===== config.mk =====
export PLATFORM = sky130hd
export DESIGN_NAME = ram_wb_packer
export DESIGN_NICKNAME = d
export VERILOG_FILES = /design/src/rtl/ram_wb_packer.sv
export SDC_FILE = /design/constraint.sdc
export NUM_CORES = 1
export LEC_CHECK = 0
export ABC_AREA = 1
export CORE_UTILIZATION = 43
export DETAILED_ROUTE_END_ITERATION = 10
export PLACE_DENSITY = 0.82
export SLEW_MARGIN = 20
export SYNTH_ARGS = -nofsm -noshare
export SYNTH_HDL_FRONTEND = slang
export SYNTH_SLANG_ARGS = --single-unit

===== constraint.sdc =====
create_clock -name clock -period 2.7 [get_ports clock]
set_input_delay 0.54 -clock clock [delete_from_list [all_inputs] [get_ports clock]]
set_output_delay 0.54 -clock clock [all_outputs]
set_load 0.01 [all_outputs]

===== src/rtl/ram_wb_packer.sv =====
// Wishbone 32-bit front end for the 4-bit RAM backdoor: splits each host word
// access into one backdoor access per enabled nibble and reassembles read data.
module ram_wb_packer (
  input  logic        clock,
  input  logic        reset_n,
  input  logic        wbs_cyc_i,
  input  logic        wbs_stb_i,
  input  logic        wbs_we_i,
  input  logic [3:0]  wbs_sel_i,
  input  logic [31:0] wbs_adr_i,
  input  logic [31:0] wbs_dat_i,
  output logic [31:0] wbs_dat_o,
  output logic        wbs_ack_o,
  output logic        ram_cyc_o,
  output logic        ram_stb_o,
  output logic        ram_we_o,
  output logic [31:0] ram_adr_o,
  output logic [31:0] ram_dat_o,
  input  logic [31:0] ram_dat_i,
  input  logic        ram_ack_i,
  output logic        busy
);

  typedef enum logic [1:0] {
    ST_IDLE = 2'd0,
    ST_RUN  = 2'd1,
    ST_ACK  = 2'd2
  } state_t;

  state_t      r_state;
  logic        r_we;
  logic        r_region;
  logic [2:0]  r_word;
  logic [31:0] r_data;
  logic [7:0]  r_mask;
  logic [2:0]  r_idx;
  logic        r_abort;
  logic [31:0] r_dat_o;
  logic        r_ack;
  logic        r_stb;
  logic        r_cyc;
  logic        r_ram_we;
  logic [31:0] r_ram_adr;
  logic [31:0] r_ram_dat;
  logic        r_busy;

  state_t      w_state_nxt;
  logic        w_we_nxt;
  logic        w_region_nxt;
  logic [2:0]  w_word_nxt;
  logic [31:0] w_data_nxt;
  logic [7:0]  w_mask_nxt;
  logic [2:0]  w_idx_nxt;
  logic        w_abort_nxt;
  logic [31:0] w_dat_o_nxt;
  logic        w_ack_nxt;
  logic        w_stb_nxt;
  logic        w_ram_we_nxt;
  logic [31:0] w_ram_adr_nxt;
  logic [31:0] w_ram_dat_nxt;
  logic        w_busy_nxt;

  logic [7:0]  w_req_mask;
  logic [2:0]  w_req_idx;
  logic [2:0]  w_req_word;
  logic [2:0]  w_run_idx;
  logic        w_unused;

  // Reads touch every nibble; writes only the nibbles of selected byte lanes.
  function automatic logic [7:0] f_nibble_mask(input logic we, input logic [3:0] sel);
    logic [7:0] m;
    if (we) begin
      m = {sel[3], sel[3], sel[2], sel[2], sel[1], sel[1], sel[0], sel[0]};
    end else begin
      m = 8'hFF;
    end
    return m;
  endfunction

  function automatic logic [2:0] f_lowest(input logic [7:0] m);
    logic [2:0] r;
    r = 3'd0;
    for (int k = 7; k >= 0; k--) begin
      if (m[k]) begin
        r = k[2:0];
      end
    end
    return r;
  endfunction

  function automatic logic [3:0] f_nibble(input logic [31:0] d, input logic [2:0] i);
    logic [31:0] s;
    s = d >> {i, 2'b00};
    return s[3:0];
  endfunction

  // Status words sit above the memory words; only one word bit is decoded there.
  function automatic logic [31:0] f_ram_adr(input logic region, input logic [2:0] word,
                                            input logic [2:0] idx);
    logic [31:0] a;
    if (region) begin
      a = {23'h0, 1'b1, 2'b00, word[0], idx, 2'b00};
    end else begin
      a = {23'h0, 1'b0, word, idx, 2'b00};
    end
    return a;
  endfunction

  assign w_req_mask = f_nibble_mask(wbs_we_i, wbs_sel_i);
  assign w_req_idx  = f_lowest(w_req_mask);
  assign w_req_word = wbs_adr_i[8] ? {2'b00, wbs_adr_i[2]} : wbs_adr_i[4:2];
  assign w_run_idx  = f_lowest(r_mask);
  assign w_unused   = &{1'b0, ram_dat_i[31:4], wbs_adr_i[31:9], wbs_adr_i[1:0]};

  // Next-state and next-output logic for the request sequencer.
  always_comb begin
    w_state_nxt   = r_state;
    w_we_nxt      = r_we;
    w_region_nxt  = r_region;
    w_word_nxt    = r_word;
    w_data_nxt    = r_data;
    w_mask_nxt    = r_mask;
    w_idx_nxt     = r_idx;
    w_abort_nxt   = r_abort;
    w_dat_o_nxt   = r_dat_o;
    w_ack_nxt     = 1'b0;
    w_stb_nxt     = r_stb;
    w_ram_we_nxt  = r_ram_we;
    w_ram_adr_nxt = r_ram_adr;
    w_ram_dat_nxt = r_ram_dat;
    case (r_state)
      ST_IDLE: begin
        w_abort_nxt = 1'b0;
        if (wbs_cyc_i && wbs_stb_i && !r_ack) begin
          w_we_nxt     = wbs_we_i;
          w_region_nxt = wbs_adr_i[8];
          w_word_nxt   = w_req_word;
          w_data_nxt   = wbs_dat_i;
          w_dat_o_nxt  = 32'h0;
          if (w_req_mask == 8'h00) begin
            w_state_nxt = ST_ACK;
            w_mask_nxt  = 8'h00;
          end else begin
            w_state_nxt   = ST_RUN;
            w_idx_nxt     = w_req_idx;
            w_mask_nxt    = w_req_mask & (w_req_mask - 8'd1);
            w_stb_nxt     = 1'b1;
            w_ram_we_nxt  = wbs_we_i;
            w_ram_adr_nxt = f_ram_adr(wbs_adr_i[8], w_req_word, w_req_idx);
            w_ram_dat_nxt = {28'h0, f_nibble(wbs_dat_i, w_req_idx)};
          end
        end else begin
          w_state_nxt = ST_IDLE;
        end
      end
      ST_RUN: begin
        if (!wbs_cyc_i) begin
          w_abort_nxt = 1'b1;
        end else begin
          w_abort_nxt = r_abort;
        end
        if (ram_ack_i) begin
          if (!r_we) begin
            w_dat_o_nxt[{r_idx, 2'b00} +: 4] = ram_dat_i[3:0];
          end else begin
            w_dat_o_nxt = r_dat_o;
          end
          // r_mask holds the enabled nibbles still to issue after the current one.
          if (r_abort || !wbs_cyc_i) begin
            w_state_nxt = ST_IDLE;
            w_stb_nxt   = 1'b0;
            w_mask_nxt  = 8'h00;
            w_abort_nxt = 1'b0;
          end else if (r_mask == 8'h00) begin
            w_state_nxt = ST_ACK;
            w_stb_nxt   = 1'b0;
          end else begin
            w_idx_nxt     = w_run_idx;
            w_mask_nxt    = r_mask & (r_mask - 8'd1);
            w_ram_adr_nxt = f_ram_adr(r_region, r_word, w_run_idx);
            w_ram_dat_nxt = {28'h0, f_nibble(r_data, w_run_idx)};
          end
        end else begin
          w_state_nxt = ST_RUN;
        end
      end
      ST_ACK: begin
        w_ack_nxt   = 1'b1;
        w_state_nxt = ST_IDLE;
      end
      default: begin
        w_state_nxt = ST_IDLE;
        w_stb_nxt   = 1'b0;
      end
    endcase
    w_busy_nxt = (w_state_nxt != ST_IDLE);
  end

  // State and output registers with synchronous active-low reset.
  always_ff @(posedge clock) begin
    if (!reset_n) begin
      r_state   <= ST_IDLE;
      r_we      <= 1'b0;
      r_region  <= 1'b0;
      r_word    <= 3'd0;
      r_data    <= 32'h0;
      r_mask    <= 8'h00;
      r_idx     <= 3'd0;
      r_abort   <= 1'b0;
      r_dat_o   <= 32'h0;
      r_ack     <= 1'b0;
      r_stb     <= 1'b0;
      r_cyc     <= 1'b0;
      r_ram_we  <= 1'b0;
      r_ram_adr <= 32'h0;
      r_ram_dat <= 32'h0;
      r_busy    <= 1'b0;
    end else begin
      r_state   <= w_state_nxt;
      r_we      <= w_we_nxt;
      r_region  <= w_region_nxt;
      r_word    <= w_word_nxt;
      r_data    <= w_data_nxt;
      r_mask    <= w_mask_nxt;
      r_idx     <= w_idx_nxt;
      r_abort   <= w_abort_nxt;
      r_dat_o   <= w_dat_o_nxt;
      r_ack     <= w_ack_nxt;
      r_stb     <= w_stb_nxt;
      r_cyc     <= w_stb_nxt;
      r_ram_we  <= w_ram_we_nxt;
      r_ram_adr <= w_ram_adr_nxt;
      r_ram_dat <= w_ram_dat_nxt;
      r_busy    <= w_busy_nxt;
    end
  end

  assign wbs_dat_o = r_dat_o;
  assign wbs_ack_o = r_ack;
  assign ram_cyc_o = r_cyc;
  assign ram_stb_o = r_stb;
  assign ram_we_o  = r_ram_we;
  assign ram_adr_o = r_ram_adr;
  assign ram_dat_o = r_ram_dat;
  assign busy      = r_busy;

endmodule


# == Word level (Yosys, flattened, before mapping) ==
# Index checks and enable logic that the tools add are counted.
# totals
register_bits,151
inputBits,106
output_inout_bits,101
word_cells,118
# classes
add_sub_neg,3
eq_ne,10
shift,4
n_mux,66
n_bitwise,4
reduce_logical,16
# op_table
operator,count
$mux 32,13
$pmux 32 s2,3
$mux 3,22
$shr 32x5->4,2
$mux 8,6
$bwmux 32,1
$shift 4x7->32 const A,1
$shiftx 4x7->32,1
$mux 9,2
$and 8x8->8,2
$logic_not 8->1,2
$pmux 8 s2,1
$sub 8x1->8 const B,2
$ne 2x2->1 const B,6
$mux 2,5
$mux 1,9
$reduce_and 4->1,2
$neg 5->7,1
$ne 3x3->1 const B,2
$pmux 3 s2,1
$reduce_and 6->1,1
$reduce_and 5->1,1
$pmux 2 s2,1
$reduce_bool 2->1,2
11 further kinds,14

# == Longest topological paths before layout ==
# logic_depth
word_depth,13
ltp_mapped,15
ltp_nobuf,14

# == Worst setup path after synthesis ==
# Ideal clock, no wire load.
# synth_timing
path_kind,register -> register
start,register r_idx[0]
end,"register r_dat_o[10], in the netlist wbs_dat_o[10]"
setup_time_ns,0.132
arrival_time_ns,1.917
required_ns,2.568
slack_ns,0.651
stages_incl_launch_ff,10
n_path_buf,1
synth_period_minus_slack_ns,2.049
path_cell_list,dfxtp_1 -> buf_4 -> inv_1 -> ha_1 -> ha_1 -> nand2_1 -> nor4_1 -> o21ai_1 -> nand2_1 -> a21oi_1
# synth_between
elab_chain_len,6
elab_cells_between_ends,7
classes_between,1 x add/sub; 2 x shift; 4 x mux
# synth_lines
item,line,text
start: declaration,36,logic [2:0] r_idx;
start signal: assignment,225,r_idx <= w_idx_nxt;
$neg 5->7 *,164,"w_dat_o_nxt[{r_idx, 2'b00} +: 4] = ram_dat_i[3:0];"
$shiftx 4x7->32 / $shift 4x7->32 (equally long branches),164,
$bwmux 32 *,164,
$mux 32 *,163,if (!r_we) begin
$mux 32 *,162,if (ram_ack_i) begin
$pmux 32 s2 *,131,case (r_state)
end signal: assignment,227,r_dat_o <= w_dat_o_nxt;
end: declaration,38,logic [31:0] r_dat_o;
# Every way passes the cells marked *; elsewhere a longest branch is shown, timed or not. The select of a mux whose other input is x is not followed.
# A chain may end at the register's enable or synchronous reset.

# == Worst setup path after layout ==
# layout_timing
start,register r_state[0]
end,"register r_ram_dat[3], in the netlist ram_dat_o[3]"
# layout_between
elab_chain_len,3
elab_cells_between_ends,10
classes_between,6 x eq/ne; 1 x mux; 3 x reduce/logical
# layout_lines
item,line,text
start: declaration,30,state_t r_state;
start signal: assignment,219,r_state <= w_state_nxt;
$eq 2x1->1 / $logic_not 2->1 (equally long branches),131,
$ne 2x2->1 (no line) / $reduce_bool 2->1 (equally long branches),-,
$reduce_and 6->1 (no line),-,
end signal: assignment,233,r_ram_dat <= w_ram_dat_nxt;
end: declaration,44,logic [31:0] r_ram_dat;
# Parallel ways exist; a longest one is shown, timed or not.

==> impl_metrics.py <==
metrics = {
    "outcome": {
        "status": "finished clean",
    },
    "pwr": {
        "clkPwrFrac_pct": 33.8,
        "leakage_nw": 2.46,
        "p_sw_w": 0.00102,
        "combPwrFrac_pct": 22.6,
        "intPower_w": 0.00240,
        "seqPwrFrac_pct": 43.7,
        "power_w": 0.00342,
        "switching_share_pct": 29.9,
        "p_per_area_nw_per_um2": 567,
        "irDropWorstVdd_mv": 0.319,
    },
    "sta": {
        "worst_pin_slew_ps": 510,
        "slew_viol_final": 0,
        "post-route-period-util_pct": 83.2,
        "tns_ps": 0,
        "skew_ps": 12.2,
        "fin_crit_ps": 2250,
        "fmax_mhz": 445,
        "rsz0062_at_grt": "no",
        "relSlewSlack_pct": 65.9,
        "final-setup-viol-count": 0,
        "hold_ws_ps": 456,
        "hold_viol": 0,
    },
    "clocking": {
        "clock-sinks": 94,
        "insertion_delay_ps": 360,
        "htreeDepth": 3,
        "cts_root_buf": "clkbuf_8",
        "cts_hold_buffers": 0,
        "cts_setup_buffers": 0,
        "cts_buffers": 9,
        "path_clk_slew_ps": 90,
        "clk_path_buf_depth": 2,
        "ctsResizeCount": 0,
        "cts_tree": "built",
    },
    "place": {
        "gp_congestion": 0.876,
        "port_buffers": 97,
        "hpwl_microns": 8650,
    },
    "logic_synthesis": {
        "synth_edf_count": 0,
        "ys_top_cells_by_area": "dfxtp_1 39%, nand2_1 12%, buf_4 8.5%, a21oi_1 8.1%, nand3_1 6.9%",
        "synth_warnings": 0,
        "syn_inst": 694,
        "syn_area_per_cell_sq_um": 6.96,
        "synth.cell_area_sq_um": 4830,
        "synth_top_area_share_pct": 39.0,
        "synth_seq_cells": 94,
        "synthFlopType": "dfxtp_1",
        "async_flop_share_pct": 0,
        "synth_cell_types": 38,
        "synth_largest_area_cell": "dfxtp_1",
        "synth-seq-area-share_pct": 39.0,
    },
    "drt": {
        "post_drt_wl_per_cell_microns": 12.7,
        "drt_wl_total_microns": 11900,
        "antenna_left": 0,
        "via_count": 4667,
        "remaining_drc_errors": 0,
        "dr.pass1.iters": 6,
        "avgViaCountPerCell": 5.01,
        "drtIter0Drc": 307,
    },
    "run": {
        "cap_violations": 0,
    },
    "global_routing": {
        "first_global_vias": 4134,
        "gr-total-overflow": 0,
        "antenna_found_initial": 0,
        "gr-usage-all-layers_pct": 21.0,
        "grt_pass1_wl_microns": 19500,
        "grt_start_max_net_pins": 66,
    },
    "final_layout": {
        "fin_util_pct": 55.4,
        "diodes": 0,
        "area_growth_pct": 24.8,
        "drive_gt1_share_pct": 6.94,
        "nets": 896,
    },
    "worst_setup_path": {
        "slowest_stage": "dfxtp_1",
        "crit_fanout": 22,
        "slowest_delay_ps": 390,
        "reg2regPathDepth": 13,
        "critPathCaptureType": "register",
        "required_ps": 2950,
        "rrSetupSlack_ps": 450,
        "critPathMostFrequentCell": "inv_1",
        "start_kind": "register",
        "r2r-end": "ram_dat_o[3]",
        "critPathArrivalTime_ps": 2500,
        "path_cells": "inv_1 -> nor2_4 -> inv_2 -> nor2_4 -> o21ai_1 -> nand2_2 -> nand2_4 -> inv_4 -> nand2_1 -> inv_1 -> nand3_1 -> nand2_1 -> inv_1",
        "critPathKind": "register to register",
        "rr_startpoint": "r_state[0]",
    },
    "floorplan": {
        "io_pins": 207,
        "initial_core_util_pct": 44.4,
        "die-area_sq_um": 11700,
        "dieWidth_microns": 108,
        "coreArea_sq_um": 10900,
        "die_y_microns": 108,
        "rows": 38,
    },
    "min_path": {
        "min_path_cells": 2,
        "min_path_type": "register to register",
        "worstHoldEndpoint": "r_abort",
        "hold_start": "r_abort",
    },
}
-- worst max-delay path by stage --
stage	depth (start not counted)	end	start
after detailed placement	14	ram_dat_o[2]	wbs_sel_i[0]
final	13	ram_dat_o[3]	r_state[0]
after global routing	13	ram_dat_o[3]	r_state[0]
after CTS	13	ram_dat_o[2]	r_state[0]
after floorplan	9	wbs_dat_o[10]	r_idx[0]
after global placement	14	ram_dat_o[2]	wbs_sel_i[0]
-- synth_stat cells (all sizes together) (2+ instances only) --
cell type and instances:
nand2 151, dfxtp 94, a21oi 79, inv 74, nand3 69, o21ai 63
buf 62, nor2 54, clkbuf 17, a31oi 5, nor3 5, nand3b 4
a211oi 3, ha 3, o22ai 3, nor4 2, or2 2
-- metrics by stage --
| step | instance area, sq um | cells | setup slack [ps] |
|---|---|---|---|
| floorplan | 5020 | 746 | 651 |
| global placement | 5770 | 916 | 289 |
| detailed placement | 5770 | 916 | 257 |
| CTS | 6030 | 932 | 459 |
| global route | 6030 | 932 | 237 |
| finish | 6030 | 932 | 454 |
-- worst max-delay path, delay by kind of cell, from the launching register on --
kind	cells	cell delay [ps]
buffers and inverters	5	670
AND/OR/NAND/NOR	7	940
AO/OA/AOI/OAI	1	130
flip-flops	1	390
-- power groups by stage --
stage | Sequential (W) | Clock (W) | Combinational [W]
after floorplan | 0.00153 | 0 | 0.000544
after global placement | 0.00152 | 0 | 0.000753
after detailed placement | 0.00152 | 0 | 0.000761
after CTS | 0.00149 | 0.00117 | 0.000765
after global routing | 0.00150 | 0.00123 | 0.000864
final | 0.00149 | 0.00115 | 0.000772
-- kinds of logic (layout without fill, tap and decap cells) --
kind of cell / count (synthesis) / after routing / share of synthesized area [%]
AOI/OAI and AO/OA: 154 / 154 / 16.9
DFF: 94 / 94 / 39.0
buffers and inverters: 154 / 200 / 16.6
other: 1 / 53 / 0.0776
and+or+nand+nor: 288 / 288 / 26.7
adders and majority gates: 3 / 3 / 0.777
-- per-layer routing --
| metal | share of wire [%] | track usage (%) | vias up |
|---|---|---|---|
| met5 | 0 | 0 | - |
| li1 | - | - | 2340 |
| met3 | 5.4 | 2.65 | 30 |
| met4 | 2.8 | 9.59 | 0 |
| met2 | 47 | 33.3 | 188 |
| met1 | 45 | 28.4 | 2109 |
-- sequential cells by signal, summed over array words and instances, names as in the netlist, 2 cells and up --
| register | flops |
|---|---|
| ram_adr_o | 5 |
| r_state | 2 |
| wbs_dat_o | 32 |
| r_idx | 2 |
| r_data | 32 |
| r_mask | 7 |
| r_word | 3 |
| ram_dat_o | 4 |
-- cells in the final DEF, fill, tap and decap left out, types with 2 or more instances in the layout --
cell and instances:
a211oi_1 3, a21oi_1 78, a31oi_1 5, buf_12 2, buf_4 10, bufinv_16 3, clkbuf_8 10, clkdlybuf4s50_1 97
clkinv_4 2, conb_1 53, dfxtp_1 94, ha_1 3, inv_1 70, inv_2 2, inv_4 2, nand2_1 147
nand2_2 3, nand3_1 67, nand3b_1 4, nor2_1 44, nor2_2 6, nor2_4 3, nor3_1 5, nor4_1 2
o21ai_0 48, o21ai_1 12, o21ai_2 2, o22ai_1 3
-- final cells by class --
type | instances | area (sq um)
flip-flops and latches | 94 | 1880
fillers | 1044 | 4860
inverters | 75 | 287
multi-input cells | 498 | 2340
repair buffers | 109 | 1090
clock buffers | 10 | 138
clock inverters | 6 | 116
well taps | 140 | 175
No activity file was read; power rests on OpenSTA's default activity.
